### src/rtl/intr_ctrl_pkg.sv
`default_nettype none
// ============================================================================
// Module   : intr_ctrl_pkg
// Brief    : FSM encodings and register-map offsets shared by the interrupt
//            controller top and its arbiter.
// Revision : 2.0
// ============================================================================
package intr_ctrl_pkg;

    typedef logic [2:0] state_t;

    localparam state_t S_IDLE = 3'b001;
    localparam state_t S_ARB  = 3'b010;
    localparam state_t S_WAIT = 3'b100;

    // PRIO[n] lives at word n; the control words follow the PRIO block.
    function automatic int prio_off(input int idx);
        return idx;
    endfunction

    function automatic int mask_off(input int num_per);
        return num_per;
    endfunction

    function automatic int pend_off(input int num_per);
        return num_per + 1;
    endfunction

    function automatic int mode_off(input int num_per);
        return num_per + 2;
    endfunction

    function automatic int map_size(input int num_per);
        return num_per + 3;
    endfunction

endpackage
`default_nettype wire

### src/rtl/intr_pri_arbiter.sv
`default_nettype none
// ============================================================================
// Module   : intr_pri_arbiter
// Brief    : Combinational max-priority select; ties go to the lowest index.
// Revision : 2.0
// ============================================================================
module intr_pri_arbiter #(
    parameter int NUM_PER = 16,
    parameter int PRI_W   = 4,
    parameter int ID_W    = $clog2(NUM_PER)
) (
    input  logic [NUM_PER-1:0]       i_eligible,
    input  logic [NUM_PER*PRI_W-1:0] i_prio_flat,
    output logic [ID_W-1:0]          o_winner_id,
    output logic                     o_any_valid
);

    logic [PRI_W-1:0] w_best_pri;
    logic [ID_W-1:0]  w_winner;

    // Strict '>' while scanning upward keeps the lowest index on a tie.
    always_comb begin
        w_best_pri = '0;
        w_winner   = '0;
        for (int n = 0; n < NUM_PER; n++) begin
            if (i_eligible[n] && (i_prio_flat[n*PRI_W +: PRI_W] > w_best_pri)) begin
                w_best_pri = i_prio_flat[n*PRI_W +: PRI_W];
                w_winner   = ID_W'(n);
            end
        end
    end

    assign o_winner_id = w_winner;
    assign o_any_valid = |i_eligible;

endmodule
`default_nettype wire

### src/rtl/apb_intr_ctrl_v2.sv
`default_nettype none
// ============================================================================
// Module   : apb_intr_ctrl_v2
// Brief    : APB-programmable interrupt controller (PRIO/MASK/PEND/MODE) with
//            a registered valid/ack handshake. INTR_EDGE_DETECT_EN enables
//            per-source edge mode and W1C on PEND.
// Revision : 2.0
// ============================================================================
module apb_intr_ctrl_v2
    import intr_ctrl_pkg::*;
#(
    parameter int NUM_PER = 16,
    parameter int PRI_W   = 4,
    parameter int ADDR_W  = $clog2(NUM_PER + 3),
    parameter int DATA_W  = NUM_PER,
    parameter int ID_W    = $clog2(NUM_PER)
) (
    input  logic              pclk_i,
    input  logic              prst_i,
    input  logic              psel_i,
    input  logic              penable_i,
    input  logic              pwrite_i,
    input  logic [ADDR_W-1:0] paddr_i,
    input  logic [DATA_W-1:0] pwdata_i,
    output logic [DATA_W-1:0] prdata_o,
    output logic              pready_o,
    output logic              pslverr_o,
    input  logic [NUM_PER-1:0] int_active_i,
    output logic              intr_valid_o,
    output logic [ID_W-1:0]   intr_id_o,
    input  logic              intr_ack_i
);

    logic [PRI_W-1:0]         r_prio [NUM_PER];
    logic [NUM_PER-1:0]       r_mask;
    logic [DATA_W-1:0]        r_prdata;
    state_t                   r_state;
    logic                     r_intr_valid;
    logic [ID_W-1:0]          r_intr_id;

    logic [31:0]              w_addr;
    logic                     w_acc;
    logic                     w_in_map;
    logic                     w_wr;
    logic [DATA_W-1:0]        w_rdata;
    logic [NUM_PER-1:0]       w_pend;
    logic [NUM_PER-1:0]       w_mode_rd;
    logic [NUM_PER-1:0]       w_prio_nz;
    logic [NUM_PER-1:0]       w_eligible;
    logic [NUM_PER*PRI_W-1:0] w_prio_flat;
    logic [ID_W-1:0]          w_winner;
    logic                     w_any;

    assign w_addr   = 32'(paddr_i);
    assign w_acc    = psel_i & penable_i;
    assign w_in_map = (w_addr < 32'(map_size(NUM_PER)));
    assign w_wr     = w_acc & pwrite_i & w_in_map;

    assign pready_o  = w_acc & ~prst_i;
    assign pslverr_o = w_acc & ~prst_i & ~w_in_map;

    // ---------------- pending / edge logic ----------------
`ifdef INTR_EDGE_DETECT_EN
    logic [NUM_PER-1:0] r_mode;
    logic [NUM_PER-1:0] r_prev;
    logic [NUM_PER-1:0] r_pend_edge;
    logic [NUM_PER-1:0] w_rise;
    logic [NUM_PER-1:0] w_clr;

    assign w_rise = int_active_i & ~r_prev & r_mode;

    always_comb begin
        w_clr = '0;
        if (w_wr && (w_addr == 32'(pend_off(NUM_PER)))) begin
            w_clr = pwdata_i[NUM_PER-1:0];
        end
        if ((r_state == S_WAIT) && intr_ack_i) begin
            w_clr = w_clr | (NUM_PER'(1) << r_intr_id);
        end
    end

    // A new edge overrides any clear landing on the same cycle.
    always_ff @(posedge pclk_i) begin
        if (prst_i) begin
            r_mode      <= '0;
            r_prev      <= '0;
            r_pend_edge <= '0;
        end else begin
            r_prev      <= int_active_i;
            r_pend_edge <= r_mode & ((r_pend_edge & ~w_clr) | w_rise);
            if (w_wr && (w_addr == 32'(mode_off(NUM_PER)))) begin
                r_mode <= pwdata_i[NUM_PER-1:0];
            end
        end
    end

    assign w_pend    = (r_mode & r_pend_edge) | (~r_mode & int_active_i);
    assign w_mode_rd = r_mode;
`else
    assign w_pend    = int_active_i;
    assign w_mode_rd = '0;
`endif

    // ---------------- register file ----------------
    always_ff @(posedge pclk_i) begin
        if (prst_i) begin
            for (int n = 0; n < NUM_PER; n++) begin
                r_prio[n] <= '0;
            end
            r_mask <= '0;
        end else if (w_wr) begin
            for (int n = 0; n < NUM_PER; n++) begin
                if (w_addr == 32'(prio_off(n))) begin
                    r_prio[n] <= pwdata_i[PRI_W-1:0];
                end
            end
            if (w_addr == 32'(mask_off(NUM_PER))) begin
                r_mask <= pwdata_i[NUM_PER-1:0];
            end
        end
    end

    // Out-of-map words decode to zero, which doubles as the error read value.
    always_comb begin
        w_rdata = '0;
        for (int n = 0; n < NUM_PER; n++) begin
            if (w_addr == 32'(prio_off(n))) begin
                w_rdata = DATA_W'(r_prio[n]);
            end
        end
        if (w_addr == 32'(mask_off(NUM_PER))) w_rdata = DATA_W'(r_mask);
        if (w_addr == 32'(pend_off(NUM_PER))) w_rdata = DATA_W'(w_pend);
        if (w_addr == 32'(mode_off(NUM_PER))) w_rdata = DATA_W'(w_mode_rd);
    end

    always_ff @(posedge pclk_i) begin
        if (prst_i) begin
            r_prdata <= '0;
        end else if (w_acc && (!pwrite_i || !w_in_map)) begin
            r_prdata <= w_rdata;
        end
    end

    assign prdata_o = r_prdata;

    // ---------------- arbitration ----------------
    for (genvar g = 0; g < NUM_PER; g++) begin : g_src
        assign w_prio_flat[g*PRI_W +: PRI_W] = r_prio[g];
        assign w_prio_nz[g]                  = |r_prio[g];
    end

    assign w_eligible = w_pend & r_mask & w_prio_nz;

    intr_pri_arbiter #(
        .NUM_PER (NUM_PER),
        .PRI_W   (PRI_W),
        .ID_W    (ID_W)
    ) u_arb (
        .i_eligible  (w_eligible),
        .i_prio_flat (w_prio_flat),
        .o_winner_id (w_winner),
        .o_any_valid (w_any)
    );

    // ---------------- processor handshake FSM ----------------
    always_ff @(posedge pclk_i) begin
        if (prst_i) begin
            r_state      <= S_IDLE;
            r_intr_valid <= 1'b0;
            r_intr_id    <= '0;
        end else begin
            case (r_state)
                S_IDLE: begin
                    if (w_any) r_state <= S_ARB;
                end
                S_ARB: begin
                    if (w_any) begin
                        r_intr_id    <= w_winner;
                        r_intr_valid <= 1'b1;
                        r_state      <= S_WAIT;
                    end else begin
                        r_state <= S_IDLE;
                    end
                end
                S_WAIT: begin
                    if (intr_ack_i) begin
                        r_intr_valid <= 1'b0;
                        r_state      <= S_IDLE;
                    end
                end
                default: begin
                    r_intr_valid <= 1'b0;
                    r_state      <= S_IDLE;
                end
            endcase
        end
    end

    assign intr_valid_o = r_intr_valid;
    assign intr_id_o    = r_intr_id;

endmodule
`default_nettype wire
### config.mk
export PLATFORM = sky130hd
export DESIGN_NAME = apb_intr_ctrl_v2
export DESIGN_NICKNAME = d
export VERILOG_FILES = /design/src/rtl/intr_ctrl_pkg.sv /design/src/rtl/intr_pri_arbiter.sv /design/src/rtl/apb_intr_ctrl_v2.sv
export SDC_FILE = /design/constraint.sdc
export NUM_CORES = 1
export LEC_CHECK = 0
export ABC_CLOCK_PERIOD_IN_PS = 24200
export BUFFER_PORTS_ARGS = -buffer_cell sky130_fd_sc_hd__buf_2
export CORE_MARGIN = 1.5
export CORE_UTILIZATION = 50
export DETAILED_ROUTE_END_ITERATION = 10
export HOLD_SLACK_MARGIN = 0.06
export PLACE_DENSITY = 0.71
export REMOVE_ABC_BUFFERS = 1
export SETUP_SLACK_MARGIN = 0.3
export SLEW_MARGIN = 10
export SYNTH_ARGS = -nofsm -noshare
export SYNTH_HDL_FRONTEND = slang
export SYNTH_SLANG_ARGS = --single-unit
### constraint.sdc
create_clock -name pclk_i -period 24.2 [get_ports pclk_i]
set_input_delay 4.84 -clock pclk_i [delete_from_list [all_inputs] [get_ports pclk_i]]
set_output_delay 4.84 -clock pclk_i [all_outputs]
set_load 0.02 [all_outputs]
==> Yosys cells after proc, flatten, opt, wreduce, memory -nomap -nowiden <==
Memory sizes are Yosys's and may differ from the RTL's.
Index checks and enable logic that the tools add are counted.
{ "totals": {"out_inout_bits": 23, "n_memories": 1, "ramBits": 64, "ff_bits": 40} }
{ "mem_list": {"columns": ["name", "words", "width", "read_ports", "rd_ports_with_merged_regs", "write_ports", "line_no", "text"], "rows": [
  ["r_prio", 16, 4, 16, 0, 16, "apb_intr_ctrl_v2.sv:34", "logic [PRI_W-1:0] r_prio [NUM_PER];"]
]} }
{ "op_classes": {"n_eq_ne": 24, "n_lt_le_gt_ge": 17, "n_bitwise": 26, "mux": 138, "reduce_logical": 42} }
{ "ops": {"columns": ["operator", "n"], "rows": [
  ["2-to-1 mux 16 bit", 18],
  ["2-to-1 mux 4 bit", 40],
  ["2-to-1 mux 1 bit", 69],
  ["OR reduction 4 bit", 16],
  ["greater-than comparator 4 bit", 15],
  ["== test 5 x 4 -> 1 bit, second input constant", 8],
  ["AND 16 bit", 2],
  ["logical NOT 32 bit", 1],
  ["2-to-1 mux 3 bit", 7],
  ["== test 5 x 3 -> 1 bit, second input constant", 4],
  ["logical AND 1 bit", 17],
  ["OR 1 bit", 16],
  ["OR reduction 16 bit", 1],
  ["== test 5 bit, second input constant", 3],
  ["== test 5 x 2 -> 1 bit, second input constant", 2],
  ["one-hot mux 3 bit (3 select lines)", 1],
  ["AND reduction 2 bit", 3],
  ["AND 1 bit", 5],
  ["== test 5 x 1 -> 1 bit, second input constant", 1],
  ["less-than comparator 5 bit, second input constant", 1],
  ["greater-than comparator 4 x 1 -> 1 bit, second input constant", 1],
  ["2-to-1 mux 2 bit", 2],
  ["inequality test 2 x 1 -> 1 bit, second input constant", 2],
  ["== test 3 x 1 -> 1 bit, second input constant", 1],
  ["other kinds (8)", 11]
]} }

==> Logic depth before layout (Yosys ltp) <==
An unclocked memory read counts as a cell.
{ "depth": {"ltp_word": 50, "ltp_mapped": 128} }

==> Cells and area by module <==
A second synthesis with hierarchy kept.
{ "hier_totals": {"cells_unflattened": 1022, "area_unflattened_um2": 8660.8} }
{ "modules_own_cells": {"columns": ["mod", "cells_per_inst", "area_per_inst_um2", "n_inst", "seq_area_each_um2"], "rows": [
  ["apb_intr_ctrl_v2", 521, 5127.4, 1, 2722.6],
  ["intr_pri_arbiter", 501, 3533.4, 1, 0.0]
]} }

==> Worst setup path after synthesis <==
No wires, ideal clock.
{ "synth_path": {"kind": "input-to-reg", "from": "in int_active_i[0]", "to": "reg r_intr_id[3] (netlist: intr_id_o[3])", "arrival_time_ps": 25718, "setup_slack_ps": -1609, "cell_stages": 117, "required_time_ps": 24109, "cell_sequence": "nand3_1 -> ha_1 -> nor2b_1 -> o211ai_1 -> a211oi_2 -> nand2_1 -> o21ai_0 -> inv_1 -> ha_1 -> and3_1 -> and2_1 -> mux2i_1 -> nand3_2 -> buf_4 -> a21oi_1 -> inv_1 -> ha_1 -> nor2b_1 -> [81 not listed] -> buf_6 -> o31a_1 -> or2_1 -> ha_1 -> nand3_1 -> o22ai_1 -> o221a_2 -> clkbuf_1 -> inv_1 -> nand2_1 -> nor4_1 -> a221oi_1 -> ha_1 -> and4_1 -> o41ai_1 -> nor2_1 -> and3_1 -> a311oi_1"} }
{ "synth_between": {"elab_chain_cells": 49, "elab_cells_between_ends": 58} }
{ "synth_rtl": {"columns": ["item", "line_no", "text"], "rows": [
  ["start: declaration", "apb_intr_ctrl_v2.sv:28", "input logic [NUM_PER-1:0] int_active_i,"],
  ["AND 16 bit * (2 in a row)", "apb_intr_ctrl_v2.sv:152", "assign w_eligible = w_pend & r_mask & w_prio_nz;"],
  ["logical AND 1 bit", "intr_pri_arbiter.sv:26", "if (i_eligible[n] && (i_prio_flat[n*PRI_W +: PRI_W] > w_best_pri)) begin"],
  ["2-to-1 mux 4 bit", "intr_pri_arbiter.sv:26", null],
  ["greater-than comparator 4 bit", "intr_pri_arbiter.sv:26", null],
  ["logical AND 1 bit", "intr_pri_arbiter.sv:26", null],
  ["2-to-1 mux 4 bit", "intr_pri_arbiter.sv:26", null],
  ["greater-than comparator 4 bit", "intr_pri_arbiter.sv:26", null],
  ["logical AND 1 bit", "intr_pri_arbiter.sv:26", null],
  ["[32 not listed]", null, null],
  ["logical AND 1 bit", "intr_pri_arbiter.sv:26", null],
  ["2-to-1 mux 4 bit", "intr_pri_arbiter.sv:26", null],
  ["greater-than comparator 4 bit", "intr_pri_arbiter.sv:26", null],
  ["logical AND 1 bit", "intr_pri_arbiter.sv:26", null],
  ["2-to-1 mux 4 bit", "intr_pri_arbiter.sv:26", null],
  ["greater-than comparator 4 bit", "intr_pri_arbiter.sv:26", null],
  ["logical AND 1 bit", "intr_pri_arbiter.sv:26", null],
  ["2-to-1 mux 4 bit", "intr_pri_arbiter.sv:26", null],
  ["end signal: assignment", "apb_intr_ctrl_v2.sv:178", "r_intr_id <= w_winner;"],
  ["end: declaration", "apb_intr_ctrl_v2.sv:39", "logic [ID_W-1:0] r_intr_id;"]
]} }
Every way passes the cells marked *; elsewhere a longest branch is shown, timed or not.
A chain may end at the register's enable or synchronous reset.

==> Worst setup path after layout <==
{ "layout_path": {"from": "in int_active_i[0]", "to": "reg r_intr_id[0] (netlist: intr_id_o[0])"} }
Same word-level chain as after synthesis.

==> out/results.txt <==
The part of the power in the clock network was 0.368; the share of post-route cells with drive strength above 1 was 0.414. The wire length of the first global-routing pass is 41300 um, and the count of placed standard cells including taps is 1295. The final-report setup violation count was 4. During I/O placement, the number of pins put on the boundary was 66. The first routing iteration left 1302 violations. The number of pins exceeding their max-slew limit in the final report was 0. Yosys attributes the largest share of cell area to edfxtp_1, dfxtp_1, ha_1. The average cell area after synthesis was 8.51 um^2; the share of Yosys cell area claimed by the top area cell type was 0.243.

For the number of sinks handled by clock tree synthesis, the log shows 104. The initial antenna violation count came out at 2. Routability-driven placement finished with a final weighted congestion of 0.903.

Summed over all layers, the global routing overflow is 0. The floorplan step defined a core boundary enclosing 15300 um^2. Worst min-delay path class: reg2reg.

The proportion of synthesized chip area in sequential cells was 0.344; the clock transition at the registers of the reported paths was 70 ps. The run gives 472 ps as the minimum hold slack. Together, buffers and inverters on the worst path number 16. For the full die area, the log shows 16600 um^2.

Derived from the worst setup path, the maximum achievable clock frequency is 39.7 MHz. In this run the remaining antenna-violating nets after routing total 0. Summing all multi-input logic gate instances after layout gives 5740 um^2. In this run the worst path has a maximum fanout of 7. The smallest clock period supported by the final layout is computed as 25200 ps.

Number of buffers inserted by hold repair at cts: 0. Post-synthesis cell type with the largest combined area: edfxtp_1. TritonCTS built the clock tree. The die span in x is 129 um. The logs give 370 ps for the clock latency reported for the late side of the worst-skew pair and 17500 um for the estimated wirelength of the detail-placed design. No sink is reached through more buffers than the 2 on the longest clock path.

For the total routing usage reported by global routing, the log shows 0.321. The flow ran to the end, but the final reports show violations. The initial cell density of the core was 0.516; the average vias per placed instance was 6.30. The count of buffers added on input and output ports is 65. The switching share of power is 0.269. The share of the core filled with cells was 0.749. After detailed routing, the average wire length per cell comes to 20.8 um. The slowest stage of the critical path is the nor4b_4 cell.

From synthesis to final layout, the design area changed by 45.0%. The run gives 0.000328 W as the internal power of the cells. The cell with the most instances on the worst path was ha_4.

The worst setup path is captured at a flip-flop. Number of global-route vias before repair: 8036. The final cycle utilization of the critical path was 1.04; the number of iterations in the first detailed-routing pass was 6. The most used standard cell by instance count after synthesis is nor2_1. The most used flip-flop cell after synthesis is edfxtp_1. After synthesis the netlist holds a flip-flop and latch count of 104. After the last flow step, the layout net total stands at 1276. The run gives 0.165 as the share of power burned in combinational logic. Tightest slew margin relative to the limit: 0.395. The run gives 29400 um as the overall routed net length. Data on the critical path arrives at its endpoint at 25440 ps. The run gives 3 as the number of H-tree levels.

The setup path with the least slack is of type in2reg. For this run, design rule violations remaining after detail routing come to 0. The total design power is 0.000449 W, and the number of flops mapped to enable cells by yosys is 64. For this design the static power due to leakage is 4.58 nW.

Counting the fill cells in the layout gives 1026. The checks that failed: negative setup slack. The logs give 97 for the number of distinct library cell variants in the gate-level netlist after synthesis and -1000 ps for the setup slack of the critical path after layout. The die is 129 um tall. Entering global routing, the biggest net connects 63 pins.

The commonest cells after synthesis are nor2_1, nand2_1, edfxtp_1, inv_1, a21oi_1. The initialized floorplan defines 45 standard-cell rows. The synthesized netlist occupies a cell area of 7910 um^2.

Counting every instance in the synthesized netlist gives 929. Across the VDD grid, the largest voltage drop is 0.0403 mV. The number of max-capacitance violations reported came out at 0.

The clock skew after layout is 7.37 ps, and the total area of sequential cells is 2720 um^2. STA classifies the critical path startpoint as an input port. For the total clock buffers created by CTS, the log shows 9. The count of synthesis-stage warnings from yosys was 0. The async set-reset flop share out of synthesis is 0, and the minimum setup slack after placement is -1920 ps. The run gives 0.467 as the share of total power in sequential cells. The cell family contributing the most delay on the critical path is compound AO/OA/AOI/OAI gates. For this run, the slowest stage of the critical path takes 390 ps. The data required time at the worst endpoint is 24440 ps.

The count of cells in the finished layout, fillers not included, comes to 1408. Setup repair after global routing could not meet its margin everywhere. The count of final hold-check violations was 0; the slew at the pin with the worst max-slew slack was 907 ps.

In this run the power density over the cells is 39.2 nW/um^2. CTS placed an instance of clkbuf_16 at the clock tree root. The logs give 8868 for the total number of vias and 0.000121 W for the net switching power of the design.
[layout by cell type, fill, tap and decap left out, types with 6 or more instances in the layout]
cell type / count
mux2i_1: 11
a21oi_1: 35
o21ai_0: 15
nand3_1: 22
inv_2: 12
buf_2: 64
a21o_1: 12
nor2_2: 6
nor2b_1: 6
nand4_1: 9
nand2b_1: 21
o21ai_1: 8
a31oi_1: 9
o21ai_2: 7
buf_4: 213
o31a_1: 7
a22o_1: 14
a22oi_1: 31
dfxtp_1: 40
and2_1: 7
xnor2_1: 7
nor4_1: 21
nor2_1: 104
nor3_1: 13
edfxtp_1: 64
clkbuf_16: 11
ha_1: 15
inv_1: 49
mux2_4: 13
ha_4: 24
buf_6: 12
a21oi_2: 9
nand2_1: 101
[kinds of logic after synthesis]
logic type,synth area share
and+or+nand+nor,0.239
AOI/OAI and AO/OA,0.228
buffers and inverters,0.0535
DFF,0.344
adders and majority gates,0.0717
muxes,0.0476
xor gates and xnor gates,0.0153
[final timing paths]
kind	slack (ps)	depth (start not counted)	endpoint	from
max	-1000	105	intr_id_o[0]	int_active_i[0]
min	470	2	r_mask[14]	r_mask[14]
max reg2reg	2970	103	intr_id_o[0]	r_mask[0]
min reg2reg	470	2	r_mask[14]	r_mask[14]
[stage by stage]
step	TNS (ps)	cell area (um^2)
floorplan	-4210	7730
global placement	-5140	9340
detailed placement	-7420	9340
CTS	0	10900
global route	-6170	11500
finish	-3380	11500
[power by group through the flow]
stage                     Sequential (W)  Clock [W]  Combinational (W)
final                           0.000210   0.000165          0.0000741
after global routing            0.000210   0.000172          0.0000787
after CTS                       0.000208   0.000164          0.0000635
after detailed placement        0.000211          0          0.0000521
after global placement          0.000211          0          0.0000512
after floorplan                 0.000206          0          0.0000291
[per-layer routing]
metal	share of wire	vias to the layer above	global-route usage
li1	-	3963	-
met1	0.38	4201	0.407
met2	0.47	562	0.528
met3	0.096	140	0.0744
met4	0.052	2	0.134
met5	0.00041	-	0
[what timing repair did]
item,4_1_cts,5_1_grt
gates resized for setup,141,75
gates cloned,1,0
setup endpoints to repair,4,4
pin swaps,92,90
buffers inserted,66,29
[state kept, by name, summed over array words and instances, names as in the netlist]
register and flops:
intr_id_o 4, prdata_o 16, intr_valid_o 1, r_state 3
r_mask 16, r_prio 64
[area by class of cell]
cell class	instances	share of cell area
clock buffers	12	0.0243
inverters	64	0.0216
multi-input cells	718	0.500
well taps	211	0.0230
diodes	1	0.000218
clock inverters	4	0.00545
flip-flops and latches	104	0.237
repair buffers	294	0.188
[worst register-to-register path, delay by kind of cell (launching register included)]
family	cells	cell delay, ps
fa+ha+maj	17	4720
buf+inv	15	1470
compound gates	31	6370
mux	10	3030
simple gates	30	5000
flops	1	540
(Power assumes the default switching activity.)
